### config.mk
export PLATFORM = sky130hd
export DESIGN_NAME = regs_bank
export DESIGN_NICKNAME = d
export VERILOG_FILES = /design/src/rtl/nrisc_pkg.sv /design/src/rtl/regs_bank_rdport.sv /design/src/rtl/regs_bank.sv
export SDC_FILE = /design/constraint.sdc
export NUM_CORES = 1
export LEC_CHECK = 0
export ABC_AREA = 0
export BUFFER_PORTS_ARGS = -buffer_cell sky130_fd_sc_hd__buf_4
export CAP_MARGIN = 40
export CORE_ASPECT_RATIO = 1.4
export CORE_MARGIN = 2
export CORE_UTILIZATION = 34
export CTS_BUF_LIST = sky130_fd_sc_hd__clkbuf_16
export DETAILED_ROUTE_END_ITERATION = 10
export SKIP_LAST_GASP = 1
export SYNTH_ARGS = -nofsm -noshare
export SYNTH_HDL_FRONTEND = slang
export SYNTH_SLANG_ARGS = --single-unit
### constraint.sdc
create_clock -name clk -period 2.3 [get_ports clk]
set_input_delay 0.115 -clock clk [delete_from_list [all_inputs] [get_ports clk]]
set_output_delay 0.115 -clock clk [all_outputs]
set_load 0.005 [all_outputs]
### src/rtl/nrisc_pkg.sv
// Shared NRISC register-file definitions: default geometry, register index type, r0 constant.
// Pure declarations; no logic, no latency.
package nrisc_pkg;

    localparam int TAM_DEF  = 16;
    localparam int NREG_DEF = 16;
    localparam int IDX_W    = $clog2(NREG_DEF);

    typedef logic [IDX_W-1:0] reg_idx_t;

    localparam reg_idx_t REG_ZERO = '0;

endpackage

### src/rtl/regs_bank_rdport.sv
// One combinational read port: A-bypass > B-bypass > stored value, plus busy qualification.
// Zero latency; no backpressure.
module regs_bank_rdport
    import nrisc_pkg::*;
#(
    parameter int TAM     = TAM_DEF,
    parameter int NREG    = NREG_DEF,
    parameter bit ZERO_R0 = 1'b1,
    parameter int AW      = $clog2(NREG)
) (
    input  logic                 rst,
    input  logic [AW-1:0]        rd_addr,
    input  logic [NREG*TAM-1:0]  regs_flat,
    input  logic [NREG-1:0]      busy,
    input  logic                 wa_commit,
    input  logic [AW-1:0]        wa_addr,
    input  logic [TAM-1:0]       wa_data,
    input  logic                 wb_commit,
    input  logic                 wb_en,
    input  logic [AW-1:0]        wb_addr,
    input  logic [TAM-1:0]       wb_data,
    input  logic                 busy_set_en,
    input  logic [AW-1:0]        busy_set_addr,
    output logic [TAM-1:0]       rd_data,
    output logic                 rd_busy
);

    logic is_zero;
    logic load_arrives;
    logic load_reissued;

    assign is_zero       = ZERO_R0 && (rd_addr == AW'(REG_ZERO));
    assign load_arrives  = wb_en && (wb_addr == rd_addr);
    assign load_reissued = busy_set_en && (busy_set_addr == rd_addr);

    always_comb begin
        rd_data = '0;
        rd_busy = 1'b0;
        if (rst && !is_zero) begin
            if (wa_commit && (wa_addr == rd_addr)) begin
                rd_data = wa_data;
            end else if (wb_commit && (wb_addr == rd_addr)) begin
                rd_data = wb_data;
            end else begin
                rd_data = regs_flat[rd_addr*TAM +: TAM];
            end
            // A load landing now is forwarded, unless a new load to the same register is issued too
            rd_busy = busy[rd_addr] && !(load_arrives && !load_reissued);
        end
    end

endmodule

### src/rtl/regs_bank.sv
// NRISC register file: two write ports (A=ALU, B=load), NREAD bypassed read ports, load scoreboard.
// Writes commit on rising clk; reads are zero-latency; no backpressure.
module regs_bank
    import nrisc_pkg::*;
#(
    parameter int TAM     = TAM_DEF,
    parameter int NREG    = NREG_DEF,
    parameter int NREAD   = 2,
    parameter bit ZERO_R0 = 1'b1,
    localparam int AW     = $clog2(NREG)
) (
    input  logic                 clk,
    input  logic                 rst,
    input  logic                 wa_en,
    input  logic [AW-1:0]        wa_addr,
    input  logic [TAM-1:0]       wa_data,
    input  logic                 wb_en,
    input  logic [AW-1:0]        wb_addr,
    input  logic [TAM-1:0]       wb_data,
    input  logic                 busy_set_en,
    input  logic [AW-1:0]        busy_set_addr,
    input  logic [NREAD*AW-1:0]  rd_addr,
    output logic [NREAD*TAM-1:0] rd_data,
    output logic [NREAD-1:0]     rd_busy,
    output logic                 waw_err
);

    if (NREG < 2 || (NREG & (NREG - 1)) != 0) begin : g_bad_nreg
        $error("regs_bank: NREG must be a power of two and at least 2");
    end
    if (NREAD < 1) begin : g_bad_nread
        $error("regs_bank: NREAD must be at least 1");
    end

    logic [TAM-1:0]      regs_q [NREG];
    logic [TAM-1:0]      regs_d [NREG];
    logic [NREG-1:0]     busy_q;
    logic [NREG-1:0]     busy_d;
    logic                waw_err_q;
    logic                waw_err_d;
    logic [NREG*TAM-1:0] regs_flat;

    logic wa_commit;
    logic wb_commit;
    logic set_commit;

    assign wa_commit  = rst && wa_en       && !(ZERO_R0 && (wa_addr == AW'(REG_ZERO)));
    assign wb_commit  = rst && wb_en       && !(ZERO_R0 && (wb_addr == AW'(REG_ZERO)));
    assign set_commit = rst && busy_set_en && !(ZERO_R0 && (busy_set_addr == AW'(REG_ZERO)));

    always_comb begin
        regs_d = regs_q;
        if (wb_commit) begin
            regs_d[wb_addr] = wb_data;
        end
        if (wa_commit) begin
            regs_d[wa_addr] = wa_data;
        end
    end

    always_comb begin
        busy_d = busy_q;
        if (wb_en) begin
            busy_d[wb_addr] = 1'b0;
        end
        // Set after clear: a load reissued in the same cycle keeps the register busy
        if (set_commit) begin
            busy_d[busy_set_addr] = 1'b1;
        end
    end

    always_comb begin
        waw_err_d = waw_err_q || (wa_commit && busy_q[wa_addr]);
    end

    always_ff @(posedge clk) begin
        if (!rst) begin
            for (int i = 0; i < NREG; i++) begin
                regs_q[i] <= '0;
            end
            busy_q    <= '0;
            waw_err_q <= 1'b0;
        end else begin
            regs_q    <= regs_d;
            busy_q    <= busy_d;
            waw_err_q <= waw_err_d;
        end
    end

    for (genvar g = 0; g < NREG; g++) begin : g_flat
        assign regs_flat[g*TAM +: TAM] = regs_q[g];
    end

    for (genvar k = 0; k < NREAD; k++) begin : g_rd
        regs_bank_rdport #(
            .TAM     (TAM),
            .NREG    (NREG),
            .ZERO_R0 (ZERO_R0),
            .AW      (AW)
        ) u_rdport (
            .rst           (rst),
            .rd_addr       (rd_addr[k*AW +: AW]),
            .regs_flat     (regs_flat),
            .busy          (busy_q),
            .wa_commit     (wa_commit),
            .wa_addr       (wa_addr),
            .wa_data       (wa_data),
            .wb_commit     (wb_commit),
            .wb_en         (wb_en),
            .wb_addr       (wb_addr),
            .wb_data       (wb_data),
            .busy_set_en   (busy_set_en),
            .busy_set_addr (busy_set_addr),
            .rd_data       (rd_data[k*TAM +: TAM]),
            .rd_busy       (rd_busy[k])
        );
    end

    assign waw_err = waw_err_q;

endmodule

# Word level (Yosys, flattened, before mapping)
# Index checks and enable logic that the tools add are counted.
# totals
register_bits	273
word_cells	110
inputBits	57
out_inout_bits	35
# classes
mux	28
n_reduce_logical	40
bitwise	5
n_eq_ne	6
shifts	2
order_cmp	11
# ops
operator	count
$bwmux W256	2
$mux W256	2
$shiftx A256 B9 Y16	2
$mux W16	10
$demux W16 S4	2
$logic_and A1 B1 Y1	25
$lt A4 B5 Y1 const B	5
$eq A4 B4 Y1	6
$logic_not A4 Y1	5
$and A16 B16 Y16	1
$not A16 Y16	1
$or A16 B16 Y16	1
$bmux W1 S4	3
$ge A5 B5 Y1 const B	2
$lt A5 B1 Y1 const B	2
$not A4 Y5	2
$logic_not A1 Y1	9
$demux W1 S4	2
$ge A4 B1 Y1 const B	2
$mux W1	7
$logic_or A1 B1 Y1	1

# Depth between registers and ports, before layout
# depth
ltp_word	9
depth_mapped	9
mapped_depth_nobuf	5

# Hierarchy
# A second synthesis with hierarchy kept.
# hier_totals
hier_cells	1926
hier_area_um2	17579.4
# by_module_without_submodules
mod	area_each_um2	seq_area_each_um2	instances	cells_per_inst
regs_bank	12071.6	5465.2	1	1346
regs_bank_rdport	2753.9	0.0	2	290

# Least setup slack after synthesis
# Ideal clock, no wire load.
# synth_path
path_type	input to output
from	input port rd_addr[6]
to	output port rd_data[20]
n_path_buf	4
arrival_time_ps	1664
required_ps	2185
stages	9
slack_ps	521
path_cell_list	buf_2 xor2_1 a2111oi_4 and2_1 buf_4 nor2b_1 buf_2 buf_6 a31oi_1
# synth_via
elab_chain_len	5
elab_cells_between_ends	11
classes_between	eq/ne (2); shift (1); mux (3); reduce/logical (5)
# synth_lines
item	line	text
start: declaration	regs_bank.sv:22	input logic [NREAD*AW-1:0] rd_addr,
parallel branches: the longest is 4 deep, another holds $shiftx A256 B9 Y16	-	
$mux W16 *	regs_bank_rdport.sv:39	if (rst && !is_zero) begin
end: declaration	regs_bank.sv:23	output logic [NREAD*TAM-1:0] rd_data,
# Mark *: on every way between the ends.

# Worst setup path in the final report
# layout_path
from	register regs_q (netlist bit regs_flat[194])
to	output port rd_data[18]
# layout_via
elab_chain_len	4
# layout_lines
item	line	text
start: declaration	regs_bank.sv:35	logic [TAM-1:0] regs_q [NREG];
start signal: assignment	regs_bank.sv:84	regs_q <= regs_d;
$shiftx A256 B9 Y16	regs_bank_rdport.sv:45	rd_data = regs_flat[rd_addr*TAM +: TAM];
$mux W16	regs_bank_rdport.sv:42	end else if (wb_commit && (wb_addr == rd_addr)) begin
$mux W16	regs_bank_rdport.sv:40	if (wa_commit && (wa_addr == rd_addr)) begin
$mux W16	regs_bank_rdport.sv:39	
# Every way passes these cells.

==> flow_metrics.tcl <==
set metrics [dict create \
    ant_nets 0 \
    core-area_um2 52020 \
    cap_violations 0 \
    path_class "flip-flop to output pin" \
    worst_slack_ns -0.01642 \
    dieHeight_um 275.3 \
    syn_inst 2094 \
    cp-end-kind "output pin" \
    slew_violations 0 \
    htree_num_levels 1 \
    yosysWarnings 0 \
    finalSetupTns_ns -0.01642 \
    max_slew_margin 0.1870 \
    rrSetupSlack_ns 0.71 \
    power.internal_mw 8.210 \
    grt_max_degree 241 \
    cts_setup_buffers 0 \
    fin_skew_ns 0.01110 \
    power_leakage_nw 7.168 \
    finalCriticalPeriod_ns 2.316 \
    start_kind "flip-flop" \
    final_common_cell "dfxtp_1" \
    drive_gt1_frac 0.1970 \
    dr.pass1.iters 6 \
    synth_area_um2 17880 \
    synthTopCellsByArea "dfxtp_1, mux4_2, mux2i_1, a311oi_1, nor2_1" \
    tightest_slew_ns 1.219 \
    drtIter0Drc 1621 \
    crit_required_ns 2.18 \
    synth_top_cell_area_share 0.3057 \
    synth_edf_count 0 \
    fin_cells 2789 \
    grt_pass1_vias 17600 \
    comb_power_share 0.155 \
    clkPwrFrac 0.423 \
    failed_checks "setup timing" \
    wl_um 69750 \
    nets 2166 \
    synth-seq-cells 273 \
    holdCritPathClass "input port to flip-flop" \
    grt_overflow_total 0 \
    p_total_mw 11.52 \
    grt_pass1_wl_um 106800 \
    setup_viol 1 \
    final_util 0.4027 \
    synth_nets 2151 \
    ys_types 53 \
    ys_seq_area_frac 0.3057 \
    cts_sinks 273 \
    row_count 99 \
    cts_tree "done" \
    hold_slack_ns 0.02595 \
    hold_viol 0 \
    syn_to_final_growth_pct 17.19 \
    cts.path.max_buffers 3 \
    pin_count 92 \
    portBuffers 91 \
    post-dp-hpwl_um 46110 \
    cellPowerDensity_nw_per_um2 550.0 \
    arrival_ns 2.20 \
    vias 17520 \
    switching_share 0.2876 \
    syn_avg_cell_area_um2 8.539 \
    cts-root-buf "clkbuf_16" \
    p_sw_mw 3.314 \
    post-route-drc-count 0 \
    crit_path_max_fanout 3 \
    via_per_inst 6.283 \
    grt_setup_unrepaired "true" \
    die_w_um 197.8 \
    synthArstFlopShare 0 \
    start_util 0.3437 \
    antenna_found_initial 2 \
    grt_usage 0.2532 \
    routabilityCongestion 0.9307 \
    dp_cells 2683 \
    status "finished with violations" \
    seq_power_share 0.423 \
    ys.flop_type "dfxtp_1" \
    fin_crit_sh 1.007 \
    clkSlewWorstSetupHoldPaths_ns 0.07 \
    ir_drop_mv 0.5211 \
    most-common-layout-cells "dfxtp_1, nor2_1, nand2_1" \
    cts_inserted_buffers 29 \
    dieArea_um2 54460 \
    clock.fmax_ghz 0.4317 \
    synth_top_area_cell "dfxtp_1" \
    wl_per_cell_um 25.01 \
    clk_latency_ns 0.58 \
]
timing repair:
action	CTS	global route
hold buffers	51	0
setup endpoints to repair	6	13
pin swaps	0	1
hold endpoints to repair	256	0
resized for setup	5	26
registers in the layout (all words and copies together), names as in the netlist:
signal	cells
waw_err	1
regs_flat	256
busy_q	16
metal layers:
metal	vias up	share of wire	track usage	routed length [µm]
li1	7821	-	-	-
met1	8461	0.38	0.3039	26470
met2	963	0.48	0.4248	33390
met3	275	0.076	0.03629	5271
met4	2	0.066	0.1632	4613
met5	-	0.00019	0	13
critical path: stages, from the launching register on:
cell     delay, ns
dfxtp_1       0.36
mux2i_1       0.09
a22oi_1       0.32
nand3_1       0.22
a31oi_1       0.43
buf_4         0.19
cells in the mapped netlist, types with 18 or more instances:
cell	instances
a211oi_1	83
nand2_1	211
nor2_1	256
clkbuf_1	162
a22oi_1	32
o31ai_1	32
buf_2	60
o21ai_0	186
a31oi_1	66
a21oi_1	21
buf_1	40
inv_1	18
mux4_2	89
dfxtp_1	273
mux2i_1	195
and2_1	19
a311oi_1	160
nand3_1	28
layout make-up:
cell class / instances / area, µm²
Inverter: 20 / 80.08
Sequential cell: 273 / 5466
Timing Repair Buffer: 265 / 2374
Multi-Input combinational cell: 1520 / 11260
Tap cell: 656 / 820.8
Clock inverter: 25 / 220.2
Antenna cell: 1 / 2.502
Fill cell: 5156 / 31070
Clock buffer: 29 / 725.7
worst paths after layout:
path             startpoint           to  depth (start not counted)
min reg2reg       busy_q[0]    busy_q[0]                          1
min              wb_addr[0]    busy_q[0]                          3
max reg2reg       busy_q[3]      waw_err                          3
max          regs_flat[194]  rd_data[18]                          5
power groups by stage:
stage,registers [mW],clock network [mW],logic (mW)
after floorplan,4.95,0,1.03
after global placement,4.97,0,1.64
after detailed placement,4.98,0,1.66
after CTS,4.87,4.90,1.73
after global routing,4.88,5.08,1.87
final,4.87,4.87,1.78
cells by family (layout without fill, tap and decap cells):
family / count (synthesis) / after routing / share of synthesized area
compound gates: 616 / 616 / 0.2387
simple gates: 587 / 587 / 0.1424
buf+inv: 301 / 339 / 0.07369
mux: 299 / 299 / 0.2307
flops: 273 / 273 / 0.3057
xor+xnor: 18 / 18 / 0.008817
other cells: 0 / 1 / 0
through the flow:
| stage | cell area [µm²] | setup slack, ns |
|---|---|---|
| 4_1_cts | 20830 | -0.03900 |
| 3_3_place_gp | 19330 | 0.01287 |
| 5_1_grt | 20950 | -0.02081 |
| 2_1_floorplan | 17880 | 0.5208 |
| 6_report | 20950 | -0.01642 |
| 3_5_place_dp | 19340 | -0.0006846 |
(Power assumes the default switching activity.)
